**config.mk**
```make
export PLATFORM = sky130hd
export DESIGN_NAME = pdp8_kl8
export DESIGN_NICKNAME = d
export VERILOG_FILES = /design/src/rtl/pdp8_kl8.sv
export SDC_FILE = /design/constraint.sdc
export NUM_CORES = 1
export LEC_CHECK = 0
export ABC_AREA = 0
export CORE_MARGIN = 1.5
export CORE_UTILIZATION = 50
export CTS_CLUSTER_DIAMETER = 100
export DETAILED_ROUTE_END_ITERATION = 8
export HOLD_SLACK_MARGIN = 0.15
export PLACE_DENSITY_LB_ADDON = 0.15
export SLEW_MARGIN = 20
export SYNTH_ARGS = -nofsm -noshare
export SYNTH_HDL_FRONTEND = slang
export SYNTH_SLANG_ARGS = --single-unit
```
**constraint.sdc**
```tcl
create_clock -name clk -period 2.38 [get_ports clk]
set_clock_uncertainty 0.2 [all_clocks]
set_input_delay 0.357 -clock clk [delete_from_list [all_inputs] [get_ports clk]]
set_output_delay 0.357 -clock clk [all_outputs]
set_load 0.05 [all_outputs]
```
**src/rtl/pdp8_kl8.sv**
```systemverilog
// pdp8_kl8: KL8E-style console teletype for the PDP-8 IOT bus (keyboard 03, printer 04), 8N1 framing.
// Build option KL8_LOOPBACK_EN: the RX synchroniser samples the internal txd instead of the rxd pin.
module pdp8_kl8 #(
  parameter int BAUD_DIV = 434
) (
  input  logic        clk,
  input  logic        reset,
  input  logic [5:0]  io_select,
  input  logic [2:0]  io_op,
  input  logic        io_strobe,
  input  logic [11:0] io_data_in,
  output logic [11:0] io_data_out,
  output logic        io_skip,
  output logic        io_clear_ac,
  output logic        io_interrupt,
  input  logic        rxd,
  output logic        txd
);

  // state    | meaning
  // RX_IDLE  | line idle, waiting for a falling edge
  // RX_START | timing to mid start bit, false start returns to idle
  // RX_DATA  | sampling 8 data bits LSB first, one per bit time
  // RX_STOP  | mid stop bit: high loads the character, low discards it
  localparam logic [1:0] RX_IDLE  = 2'd0;
  localparam logic [1:0] RX_START = 2'd1;
  localparam logic [1:0] RX_DATA  = 2'd2;
  localparam logic [1:0] RX_STOP  = 2'd3;

  localparam int CW = (BAUD_DIV > 2) ? $clog2(BAUD_DIV) : 1;
  localparam logic [CW-1:0] BIT_LAST  = CW'(BAUD_DIV - 1);
  localparam logic [CW-1:0] HALF_LAST = CW'(BAUD_DIV / 2 - 1);

  logic [7:0]    kbd_buf;
  logic          kbd_flag;
  logic          tpr_flag;
  logic          int_en;

  logic          tx_busy;
  logic [8:0]    tx_shift;
  logic [3:0]    tx_bits;
  logic [CW-1:0] tx_cnt;
  logic          tx_start;
  logic          tx_done;

  logic          rx_src;
  logic          rx_s1;
  logic          rx_s2;
  logic          rx_prev;
  logic [1:0]    rx_state;
  logic [CW-1:0] rx_cnt;
  logic [2:0]    rx_bits;
  logic [7:0]    rx_shift;
  logic          rx_done;

  logic kbd_hit, tpr_hit;
  logic kcf, ksf, kcc, krs, kie, krb;
  logic tfl, tsf, tcf, tpc, tsk, tls;

  assign kbd_hit = io_strobe && (io_select == 6'o03);
  assign tpr_hit = io_strobe && (io_select == 6'o04);

  assign kcf = kbd_hit && (io_op == 3'o0);
  assign ksf = kbd_hit && (io_op == 3'o1);
  assign kcc = kbd_hit && (io_op == 3'o2);
  assign krs = kbd_hit && (io_op == 3'o4);
  assign kie = kbd_hit && (io_op == 3'o5);
  assign krb = kbd_hit && (io_op == 3'o6);

  assign tfl = tpr_hit && (io_op == 3'o0);
  assign tsf = tpr_hit && (io_op == 3'o1);
  assign tcf = tpr_hit && (io_op == 3'o2);
  assign tpc = tpr_hit && (io_op == 3'o4);
  assign tsk = tpr_hit && (io_op == 3'o5);
  assign tls = tpr_hit && (io_op == 3'o6);

  always_comb begin
    io_data_out = 12'o0000;
    io_skip     = 1'b0;
    io_clear_ac = 1'b0;
    if ((ksf && kbd_flag) || (tsf && tpr_flag) || (tsk && (kbd_flag || tpr_flag)))
      io_skip = 1'b1;
    if (kcc || krb)
      io_clear_ac = 1'b1;
    if (krs || krb)
      io_data_out = {4'b0000, kbd_buf};
  end

  assign io_interrupt = int_en & (kbd_flag | tpr_flag);

`ifdef KL8_LOOPBACK_EN
  logic unused_inputs;
  assign unused_inputs = ^{io_data_in[11:8], rxd};
  assign rx_src = txd;
`else
  logic unused_inputs;
  assign unused_inputs = ^io_data_in[11:8];
  assign rx_src = rxd;
`endif

  // Frame completion sets a flag even if an IOT clears it on the same edge.
  always_ff @(posedge clk or posedge reset) begin
    if (reset) begin
      kbd_buf  <= 8'h00;
      kbd_flag <= 1'b0;
      tpr_flag <= 1'b0;
      int_en   <= 1'b1;
    end else begin
      if (rx_done) begin
        kbd_buf  <= rx_shift;
        kbd_flag <= 1'b1;
      end else if (kcf || kcc || krb) begin
        kbd_flag <= 1'b0;
      end
      if (tx_done || tfl)
        tpr_flag <= 1'b1;
      else if (tcf || tls)
        tpr_flag <= 1'b0;
      if (kie)
        int_en <= io_data_in[0];
    end
  end

  // A TPC/TLS while a frame is in flight is dropped.
  assign tx_start = (tpc || tls) && !tx_busy;
  assign tx_done  = tx_busy && (tx_cnt == '0) && (tx_bits == 4'd0);

  always_ff @(posedge clk or posedge reset) begin
    if (reset) begin
      txd      <= 1'b1;
      tx_busy  <= 1'b0;
      tx_shift <= 9'h000;
      tx_bits  <= 4'd0;
      tx_cnt   <= '0;
    end else if (tx_start) begin
      txd      <= 1'b0;
      tx_busy  <= 1'b1;
      tx_shift <= {1'b1, io_data_in[7:0]};
      tx_bits  <= 4'd9;
      tx_cnt   <= BIT_LAST;
    end else if (tx_busy) begin
      if (tx_cnt != '0) begin
        tx_cnt <= tx_cnt - 1'b1;
      end else if (tx_bits != 4'd0) begin
        txd      <= tx_shift[0];
        tx_shift <= {1'b0, tx_shift[8:1]};
        tx_bits  <= tx_bits - 1'b1;
        tx_cnt   <= BIT_LAST;
      end else begin
        txd     <= 1'b1;
        tx_busy <= 1'b0;
      end
    end
  end

  assign rx_done = (rx_state == RX_STOP) && (rx_cnt == '0) && rx_s2;

  always_ff @(posedge clk or posedge reset) begin
    if (reset) begin
      rx_s1    <= 1'b1;
      rx_s2    <= 1'b1;
      rx_prev  <= 1'b1;
      rx_state <= RX_IDLE;
      rx_cnt   <= '0;
      rx_bits  <= 3'd0;
      rx_shift <= 8'h00;
    end else begin
      rx_s1   <= rx_src;
      rx_s2   <= rx_s1;
      rx_prev <= rx_s2;
      case (rx_state)
        RX_IDLE: begin
          if (rx_prev && !rx_s2) begin
            rx_state <= RX_START;
            rx_cnt   <= HALF_LAST;
          end
        end
        RX_START: begin
          if (rx_cnt != '0) begin
            rx_cnt <= rx_cnt - 1'b1;
          end else if (rx_s2) begin
            rx_state <= RX_IDLE;
          end else begin
            rx_state <= RX_DATA;
            rx_cnt   <= BIT_LAST;
            rx_bits  <= 3'd7;
          end
        end
        RX_DATA: begin
          if (rx_cnt != '0) begin
            rx_cnt <= rx_cnt - 1'b1;
          end else begin
            rx_shift <= {rx_s2, rx_shift[7:1]};
            rx_cnt   <= BIT_LAST;
            if (rx_bits == 3'd0)
              rx_state <= RX_STOP;
            else
              rx_bits <= rx_bits - 1'b1;
          end
        end
        RX_STOP: begin
          if (rx_cnt != '0)
            rx_cnt <= rx_cnt - 1'b1;
          else
            rx_state <= RX_IDLE;
        end
        default: rx_state <= RX_IDLE;
      endcase
    end
  end

endmodule

```
==> flow_metrics.tcl <==
set metrics [dict create \
    ys_seq_area_share_pct 47.3 \
    grt_pass1_wl_microns 11700 \
    setup_violations 0 \
    required_ps 1820 \
    startpoint_type "flop" \
    fin_crit_ps 2320 \
    die_y_microns 82.9 \
    dp_hpwl_microns 4690 \
    intPower_mw 2.32 \
    ir_worst_vdd_mv 0.923 \
    cp_slowest_stage_delay_ps 800 \
    crit_type "flop to output port" \
    power_density_mw_per_mm2 846 \
    cts_tree "yes" \
    setup_tns_ps 0 \
    fin_hold_ws_ps 159 \
    synth.most_common_cell "dfrtp_1" \
    diodes 0 \
    synth-edff-count 0 \
    pwr-share-comb_pct 36.2 \
    hold_viol 0 \
    ioPinCount 41 \
    yosysTopAreaCellShare_pct 43.1 \
    clockRootBuffer "clkbuf_8" \
    rows 28 \
    hold_start "rx_s1" \
    fill_cells 456 \
    floorplan.core_area_sq_mm 0.00603 \
    crit_start "int_en" \
    cts_buffer_depth 2 \
    avgViaCountPerCell 5.59 \
    synth_compound_area_share_pct 14.5 \
    synth_area_leaders "dfrtp_1, mux2_2, ha_1, dfstp_2, nand2_1" \
    grt_antenna_before_repair 0 \
    cts.sinks 60 \
    synth_common_cells "dfrtp_1, nand2_1, inv_1, mux2_2, nand3_1" \
    worstSkewPairLatency_ps 340 \
    post-synth-top-area-cell "dfrtp_1" \
    initial_core_util_pct 52.9 \
    cp_max_fo 2 \
    pwr-share-clk_pct 26.2 \
    rsz0062_at_grt "false" \
    critPathBufInv 1 \
    synth_top_family_by_area "simple AND/OR/NAND/NOR gates" \
    synthArstFlopShare_pct 100 \
    grt_util_all_layers_pct 20.8 \
    drc 0 \
    cts_made_buffers 9 \
    die_x_microns 82.9 \
    path_clk_slew_ps 70 \
    ctsHoldBuffers 0 \
    wl_microns 6620 \
    synthesis.area_sq_mm 0.00319 \
    outcome "complete, no violations" \
    stdcell_area_sq_mm 0.00422 \
    wl_per_cell_microns 14.3 \
    ys_warn_count 0 \
    synth_cell_types 62 \
    gp_congestion 0.854 \
    crit_chain "o21a_1, clkdlybuf4s50_1" \
    syn-instance-count 316 \
    h-tree-depth 3 \
    totalPowerFinal_mw 3.57 \
    globalRoute.totalOverflow 0 \
    drive_gt1_share_pct 28.4 \
    place_area_sq_mm 0.00393 \
    switching_share_pct 34.9 \
    min_path_type "flop to flop" \
    grt_pass1_vias 2572 \
    numPortBuffers 32 \
    yosys-mux-area-fraction_pct 8.63 \
    slew_viol_final 0 \
    leakagePower_nw 1.92 \
    cp_data_arrival_time_ps 1770 \
    grt_max_degree 61 \
    synth_flop_cell "dfrtp_1" \
    critPathTopFamily "buffers and inverters" \
    slew_headroom_pct 63.0 \
    avgSynthCellArea_sq_um 10.1 \
    synth-simple-area-share_pct 20.0 \
    syn_to_final_growth_pct 32.2 \
    min_period_over_period_pct 97.7 \
    slowest_stage "clkdlybuf4s50_1" \
    endpoint_kind "output port" \
    synthAdderAreaFrac_pct 4.31 \
    r2r_start "tx_cnt[2]" \
    max_slew.worst_pin.slew_ps 550 \
    switching_power_mw 1.24 \
    nets 418 \
    drt_iter0_drc 149 \
    seqPwrFrac_pct 37.6 \
    fin_util_pct 70.0 \
    synth_xor_area_share_pct 0.275 \
    ant_nets 0 \
    cap_violations 0 \
    vias 2584 \
    synth-seq-cells 60 \
    die-area_sq_mm 0.00687 \
    fmax_ghz 0.430 \
    drt_first_pass_iters 4 \
]
[power groups by stage]
stage / Clock, mW / Sequential [mW] / Combinational, mW
2_1_floorplan: 0 / 1.36 / 0.897
3_3_place_gp: 0 / 1.35 / 1.25
3_5_place_dp: 0 / 1.36 / 1.29
4_1_cts: 0.946 / 1.34 / 1.29
5_1_grt: 0.994 / 1.36 / 1.46
6_report: 0.934 / 1.34 / 1.29
[worst paths after layout]
path	endpoint	slack, ps	cells past startpoint
max	io_interrupt	60	2
min	rx_s2	160	0
max reg2reg	tx_bits[2]	150	5
min reg2reg	rx_s2	160	0
max in group asynchronous	int_en	1470	3
min in group asynchronous	rx_state[0]	210	3
[placed cells by master, fill, tap and decap left out, types with 10 or more instances in the layout]
cell / Yosys / routed
dfrtp_1: 55 / 55
buf_4: 4 / 32
nand2_1: 30 / 30
mux2_2: 20 / 20
inv_1: 20 / 19
nand3_1: 15 / 15
clkdlybuf4s50_1: 0 / 15
nor2_1: 14 / 14
o21ai_0: 12 / 12
buf_12: 0 / 12
nor3_1: 13 / 11
ha_1: 11 / 11
clkbuf_8: 0 / 11
a22oi_1: 10 / 10
[worst reg2reg max path, cell delays in order (launching register included)]
cell,delay (ps)
dfrtp_1,380
or3_4,410
buf_4,160
or4_4,540
or3_1,320
a21oi_1,140
[sequential cells by signal (all words and copies together), names as in the netlist, 3 cells and up, named ones only]
name and count:
kbd_buf 8, rx_bits 3, rx_cnt 9, rx_shift 8, tx_bits 4, tx_cnt 9, tx_shift 9
[per-layer routing]
metal | up-vias | part of all wire [%] | track usage (%)
met1 | 1257 | 47 | 26.3
met2 | 30 | 49 | 35.3
li1 | 1287 | - | -
met3 | 10 | 2.4 | 3.78
met4 | 0 | 1.8 | 8.18
met5 | - | 0 | 0
[per-stage QoR]
stage / instances / setup WS, ps
final: 462 / 55.5
after global routing: 462 / 2.88
after CTS: 461 / 15.6
after detailed placement: 443 / -231
after global placement: 443 / -196
after floorplan: 319 / 24.0
[area by class of cell]
class                           count  area [sq um]  area share [%]
Clock inverter                      4          47.5            1.13
Clock buffer                       12           155            3.68
Sequential cell                    60          1510            35.8
Inverter                           20          75.1            1.78
Multi-Input combinational cell    223          1620            38.5
Timing Repair Buffer               68           713            16.9
Tap cell                           75          93.8            2.23
[cells by family (layout without fill, tap and decap cells)]
family | Yosys count | in the layout
and+or+nand+nor | 117 | 117
AOI/OAI and AO/OA | 65 | 65
DFF | 60 | 60
buffers and inverters | 36 | 104
muxes | 25 | 25
adders and majority gates | 11 | 11
other | 1 | 4
xor gates and xnor gates | 1 | 1
[timing repair]
action,CTS,global route
setup buffers,1,1
setup endpoints to repair,10,23
gates cloned,1,0
pin swaps,5,3
resized for setup,23,7
Note: power is estimated with default switching activity, not from simulation.
